$ cat src/rtl/tick_gen_ctrl.sv
// Programmable tick generator: emits a one-cycle clock-enable pulse every
// div_reg+1 cycles, either continuously (periodic) or for a fixed burst (one-shot).
module tick_gen_ctrl #(
  parameter int unsigned CNT_W       = 16,
  parameter int unsigned DEFAULT_DIV = 31
) (
  input  logic             clk,
  input  logic             rst_n,
  input  logic             cfg_valid,
  output logic             cfg_ready,
  input  logic [CNT_W-1:0] cfg_div,
  input  logic             cfg_mode,
  input  logic [7:0]       cfg_count,
  input  logic             start,
  input  logic             stop,
  output logic             tick,
  output logic             busy,
  output logic             done,
  output logic [7:0]       tick_cnt
);

  // Handshake: a configuration transfer happens on a rising edge where
  // cfg_valid && cfg_ready; cfg_ready is high only in IDLE and depends on state alone.

  typedef enum logic [1:0] {
    IDLE = 2'd0,
    RUN  = 2'd1,
    DONE = 2'd2
  } state_e;

  state_e           state_q, state_d;
  logic [CNT_W-1:0] cnt_q, cnt_d;
  logic [CNT_W-1:0] div_q, div_d;
  logic             mode_q, mode_d;
  logic [7:0]       count_q, count_d;
  logic [7:0]       tick_cnt_q, tick_cnt_d;

  logic             cfg_fire;
  logic             eff_mode;
  logic [7:0]       eff_count;
  logic             at_period;
  logic [7:0]       tick_cnt_inc;

  assign cfg_fire     = cfg_valid && (state_q == IDLE);
  // A start on the same edge as a handshake must use the freshly offered values.
  assign eff_mode     = cfg_fire ? cfg_mode  : mode_q;
  assign eff_count    = cfg_fire ? cfg_count : count_q;
  assign at_period    = (state_q == RUN) && (cnt_q == div_q);
  assign tick_cnt_inc = tick_cnt_q + 8'd1;

  assign cfg_ready = (state_q == IDLE);
  assign busy      = (state_q == RUN);
  assign done      = (state_q == DONE);
  assign tick      = at_period && !stop;
  assign tick_cnt  = tick_cnt_q;

  always_comb begin
    state_d    = state_q;
    cnt_d      = cnt_q;
    div_d      = div_q;
    mode_d     = mode_q;
    count_d    = count_q;
    tick_cnt_d = tick_cnt_q;

    if (cfg_fire) begin
      div_d   = cfg_div;
      mode_d  = cfg_mode;
      count_d = cfg_count;
    end

    case (state_q)
      IDLE: begin
        if (start) begin
          cnt_d      = '0;
          tick_cnt_d = 8'd0;
          if (eff_mode && (eff_count == 8'd0)) state_d = DONE;
          else                                 state_d = RUN;
        end
      end
      RUN: begin
        if (stop) begin
          cnt_d   = '0;
          state_d = IDLE;
        end else if (at_period) begin
          cnt_d      = '0;
          tick_cnt_d = tick_cnt_inc;
          if (mode_q && (tick_cnt_inc == count_q)) state_d = DONE;
        end else begin
          cnt_d = cnt_q + 1'b1;
        end
      end
      DONE: begin
        state_d = IDLE;
      end
      default: begin
        state_d = IDLE;
      end
    endcase
  end

  always_ff @(posedge clk or negedge rst_n) begin
    if (!rst_n) begin
      state_q    <= IDLE;
      cnt_q      <= '0;
      div_q      <= CNT_W'(DEFAULT_DIV);
      mode_q     <= 1'b0;
      count_q    <= 8'd0;
      tick_cnt_q <= 8'd0;
    end else begin
      state_q    <= state_d;
      cnt_q      <= cnt_d;
      div_q      <= div_d;
      mode_q     <= mode_d;
      count_q    <= count_d;
      tick_cnt_q <= tick_cnt_d;
    end
  end

endmodule

$ cat config.mk
export PLATFORM = sky130hd
export DESIGN_NAME = tick_gen_ctrl
export DESIGN_NICKNAME = d
export VERILOG_FILES = /design/src/rtl/tick_gen_ctrl.sv
export SDC_FILE = /design/constraint.sdc
export NUM_CORES = 1
export LEC_CHECK = 0
export ABC_AREA = 1
export ABC_CLOCK_PERIOD_IN_PS = 2000
export CORE_AREA = 5 5 97 99
export DETAILED_ROUTE_END_ITERATION = 6
export DIE_AREA = 0 0 102 104
export PLACE_DENSITY = 0.62
export SETUP_SLACK_MARGIN = 0.15
export SYNTH_ARGS = -nofsm -noshare
export SYNTH_HDL_FRONTEND = slang
export SYNTH_SLANG_ARGS = --single-unit
$ cat constraint.sdc
create_clock -name clk -period 2 [get_ports clk]
set_input_delay 0.4 -clock clk [delete_from_list [all_inputs] [get_ports clk]]
set_output_delay 0.4 -clock clk [all_outputs]
set_load 0.03 [all_outputs]
Word-level counts from Yosys, hierarchy flattened
Cells that the tools add are included.

word-level totals
  register bits after elaboration = 51

cells by class
  add/subtract/negate cells = 2
  eq/ne operators = 9
  muxes and demuxes = 16
  reduce and logical (&&, ||, !) cells = 12

operators by type and width
  kind                   count
  $mux 16                3
  $mux 8                 4
  $pmux 16 s2            1
  $add 16x1->16 const B  1
  $eq 16x16->1           1
  $pmux 8 s2             1
  $mux 2                 5
  $add 8x1->8 const B    1
  $eq 8x8->1             1
  $logic_not 8->1        1
  $ne 3x2->1 const B     2
  $logic_and 1x1->1      5
  $ne 2x1->1 const B     2
  $pmux 2 s2             1
  $reduce_and 4->1       1
  $reduce_and 3->1       1
  $eq 2x1->1 const B     1
  $eq 2x2->1 const B     1
  $logic_not 2->1        1
  $ne 2x2->1 const B     1
  $reduce_and 2->1       1
  $reduce_bool 2->1      1
  $logic_not 1->1        1
  $mux 1                 1

Logic depth before layout (Yosys ltp)
  depth in word-level cells = 8
  mapped depth = 13

Least setup slack after synthesis
OpenSTA, ideal clock, no wires.

  path kind = register to output
  start point = reg state_q[0]
  end point = out tick
  arrival time = 1,500 ps
  required time = 1,600 ps
  slack = 100 ps
  cell stages (with the launch flop) = 7
  path buffers = 0
  cells stage by stage = dfrtp_1 -> inv_1 -> nor2_1 -> nand2_1 -> inv_1 -> nand3_1 -> inv_1

between the ends
  longest elaborated chain between the ends = 3

ends and longest elaborated chain
  what                    RTL line  RTL
  start, declared         31        state_e state_q, state_d;
  start signal, assigned  110       state_q <= state_d;
  $eq 2x1->1              -
  via busy                17        output logic busy,
  $logic_and 1x1->1       48        assign at_period = (state_q == RUN) && (cnt_q == div_q);
  $logic_and 1x1->1       54        assign tick = at_period && !stop;
  end, declared           16        output logic tick,

The timed path passes the listed nets, and every way through them passes these cells.

Worst setup path after layout
  start point = reg div_q[4]
  end point = out tick

between the ends
  longest elaborated chain between the ends = 3

ends and longest elaborated chain
  what                    RTL line  RTL
  start, declared         33        logic [CNT_W-1:0] div_q, div_d;
  start signal, assigned  105       div_q <= CNT_W'(DEFAULT_DIV);
  start signal, assigned  112       div_q <= div_d;
  $eq 16x16->1            48
  $logic_and 1x1->1       48
  $logic_and 1x1->1       54

No other way between the ends.

==> flow_summary_export.csv <==
group,metric,value,unit
drt,wl_per_cell,12.6,um
clocking,cts_sinks,51,
synth,synth_commonest_cells,"nand2_1, dfrtp_1, inv_1",
cells_and_area,design_area,3620,um^2
global_routing,grt_max_degree,23,
clocking,clk_path_buf_depth,2,
critical_path,critPathCaptureType,"output pin",
cells_and_area,fill_cells,829,
pwr,combPwrFrac,39.4,%
pwr,p_int,2.26,mW
cells_and_area,nets,438,
drt,drtIter0Drc,51,
cells_and_area,multi_input_area,1390,um^2
drt,drc_errors,0,
placed_design,portBuffers,41,
synth,syn_nets,374,
pwr,cellLeakagePower,1.65,nW
status,outcome,"finished, violations left",
global_routing,grt_pass1_vias,2339,
global_routing,grtUsageTotal,12.8,%
floorplan,start_util,33.6,%
critical_path,worstPathMaxFanout,2,
critical_path,reg2reg_depth,12,
synth,async_flop_share,100,%
drt,wl_met3,312,um
clocking,cts_buffers,5,
placed_design,post_dp_cell_area,3470,um^2
synth,yosysUniqueCellTypes,31,
drt,wl_met1,2.76,mm
status,violations,"negative setup slack",
pwr,power_frac_seq,43.3,%
clocking,clock-root-buffer,"clkbuf_8",
critical_path,crit_type,"flip-flop to output pin",
synth,synth_edf_count,0,
drt,drt-vias-per-instance,4.60,
drt,num_vias,2368,
floorplan,die_w,102,um
critical_path,critPathLaunchType,"flip-flop",
drt,firstDrtPassIters,4,
timing,timing.final.hold_violations,0,
timing,rsz0062_at_grt,"yes",
floorplan,die-height,104,um
placed_design,gp_congestion,0.812,
drt,top_layer,"met4",
min_path,worstHoldPathType,"primary input to asynchronous set/reset pin",
synth,ys_ff_latch,51,
synth,synth_area,2840,um^2
synth,ys_top_cells_by_area,"dfrtp_1, nand2_1, nand3_1, mux2_2, inv_1",
pwr,swShare,37.2,%
drt,met2WireLength,3.39,mm
floorplan,dieArea,10600,um^2
synth,postSynthAreaPerCell,8.30,um^2
drt,antenna_left,0,
floorplan,row_count,34,
floorplan,core,8470,um^2
synth,ys_seq_area_share,45.2,%
clocking,clkLatencyLatePin,0.31,ns
critical_path,cp.required,1.60,ns
timing,setup_slack,-0.0672,ns
critical_path,r2r-start,"div_q[4]",
critical_path,critPathArrivalTime,1.67,ns
timing,tightest_slew,0.544,ns
pwr,powerDensity,994,nW/um^2
global_routing,antenna_found_initial,0,
synth,yosys_warnings,0,
clocking,clk_pin_slew,0.11,ns
timing,finalSetupViolations,1,
drt,drt-total-wl,6.51,mm
timing,max_freq,484,MHz
synth,postSynthCellCount,342,
run,max-cap-violations,0,
timing,fin_crit_sh,103,%
timing,relSlewSlack,63.8,%
synth,synth_flop_cell,"dfrtp_1",
synth,synth.most_common_cell,"nand2_1",
pwr,p_sw,1.34,mW
cells_and_area,seq_area,1280,um^2
critical_path,regToRegSetupSlack,0.19,ns
cells_and_area,area_growth_syn_to_layout,27.6,%
timing,holdWs,0.0618,ns
floorplan,pin_count,42,
global_routing,gr-total-overflow,0,
synth,synth_area_leader_cell,"dfrtp_1",
pwr,clkPwrFrac,17.3,%
clocking,cts_tree,"yes",
critical_path,reg2reg_to,"tick_cnt[6]",
cells_and_area,n_antenna_cell,0,
cells_and_area,utilization,42.8,%
timing,slew_viol_final,0,
cells_and_area,drive_gt1_share,21.1,%
timing,skew,0.0143,ns
clocking,ctsHtreeMaxLevel,2,
synth,synth_top_area_share,40.5,%
global_routing,grt_pass1_wl,10.9,mm
placed_design,hpwl,5.15,mm
pwr,power,3.60,mW
timing,period_needed,2.07,ns
pwr,irDropWorstVdd,375,uV
-- power groups by stage --
stage	logic [mW]	registers, mW	clock network, mW
floorplan	1.06	1.53	0
global placement	1.42	1.57	0
detailed placement	1.45	1.58	0
CTS	1.44	1.56	0.654
global route	1.58	1.60	0.701
finish	1.42	1.56	0.623
-- state kept, by name (all words and copies together), names as in the netlist --
register and flops:
cnt_q 16, div_q 16, count_q 8, tick_cnt 8
state_q 2, mode_q 1
-- logic make-up after synthesis --
kind of cell / share of synthesized area [%]
buffers and inverters: 7.09
DFF: 45.2
adders and majority gates: 0.881
and+or+nand+nor: 29.5
AOI/OAI and AO/OA: 4.76
xor gates and xnor gates: 7.09
muxes: 5.55
-- routing by layer --
layer  GRT usage [%]  up-vias
li1                -     1212
met5               0        -
met1            15.6     1110
met3            2.82        6
met2            22.7       40
met4            2.72        0
-- metrics by stage --
step | setup TNS, ns | cells | setup WS [ns]
finish | -0.0672 | 515 | -0.0672
global route | -0.166 | 515 | -0.166
CTS | -0.0899 | 511 | -0.0899
detailed placement | 0 | 502 | 0.116
global placement | 0 | 502 | 0.0979
floorplan | 0 | 342 | 0.222
-- worst max-delay path by stage --
stage          depth (start not counted)  slack (ns)         end         from
4_1_cts                                9       -0.09        tick     div_q[4]
2_1_floorplan                         12        0.22  state_q[0]  tick_cnt[0]
6_report                               9       -0.07        tick     div_q[4]
3_5_place_dp                          10        0.12  state_q[1]    cfg_valid
3_3_place_gp                          12         0.1    cnt_q[9]        start
5_1_grt                                9       -0.17        tick     div_q[4]
-- repair_timing --
item	CTS	global route
gates resized for setup	14	9
endpoints found under the setup margin	10	14
pin swaps	0	5
setup buffers	1	4
hold buffers	0	0
-- worst max-delay path, cell delays in order (launching register included) --
cell and delay (ns):
dfstp_2 0.55, inv_2 0.04, nand2_1 0.04, nand2_1 0.06, a21oi_2 0.10, nand3_1 0.08
nor2_2 0.12, nand3_2 0.14, inv_2 0.09, buf_6 0.13
-- layout make-up --
cell class                      count  area share [%]
Clock buffer                        5            1.90
Clock inverter                      3           0.622
Inverter                           42            4.35
Multi-Input combinational cell    244            38.3
Sequential cell                    51            35.4
Tap cell                          108            3.73
Timing Repair Buffer               62            15.7
-- cells in the final DEF (no fill, tap or decap), drive strengths merged, types with 7 or more instances in the layout --
cell type / netlist / routed
nand2: 88 / 88
nor2: 47 / 47
dfrtp: 46 / 46
inv: 42 / 43
nand3: 35 / 35
clkdlybuf4s50: 0 / 30
buf: 5 / 23
xnor2: 16 / 16
mux2: 14 / 14
o21ai: 11 / 11
dlygate4sd2: 0 / 9
a21oi: 8 / 8
xor2: 7 / 7
Note: power is estimated with default switching activity, not from simulation.
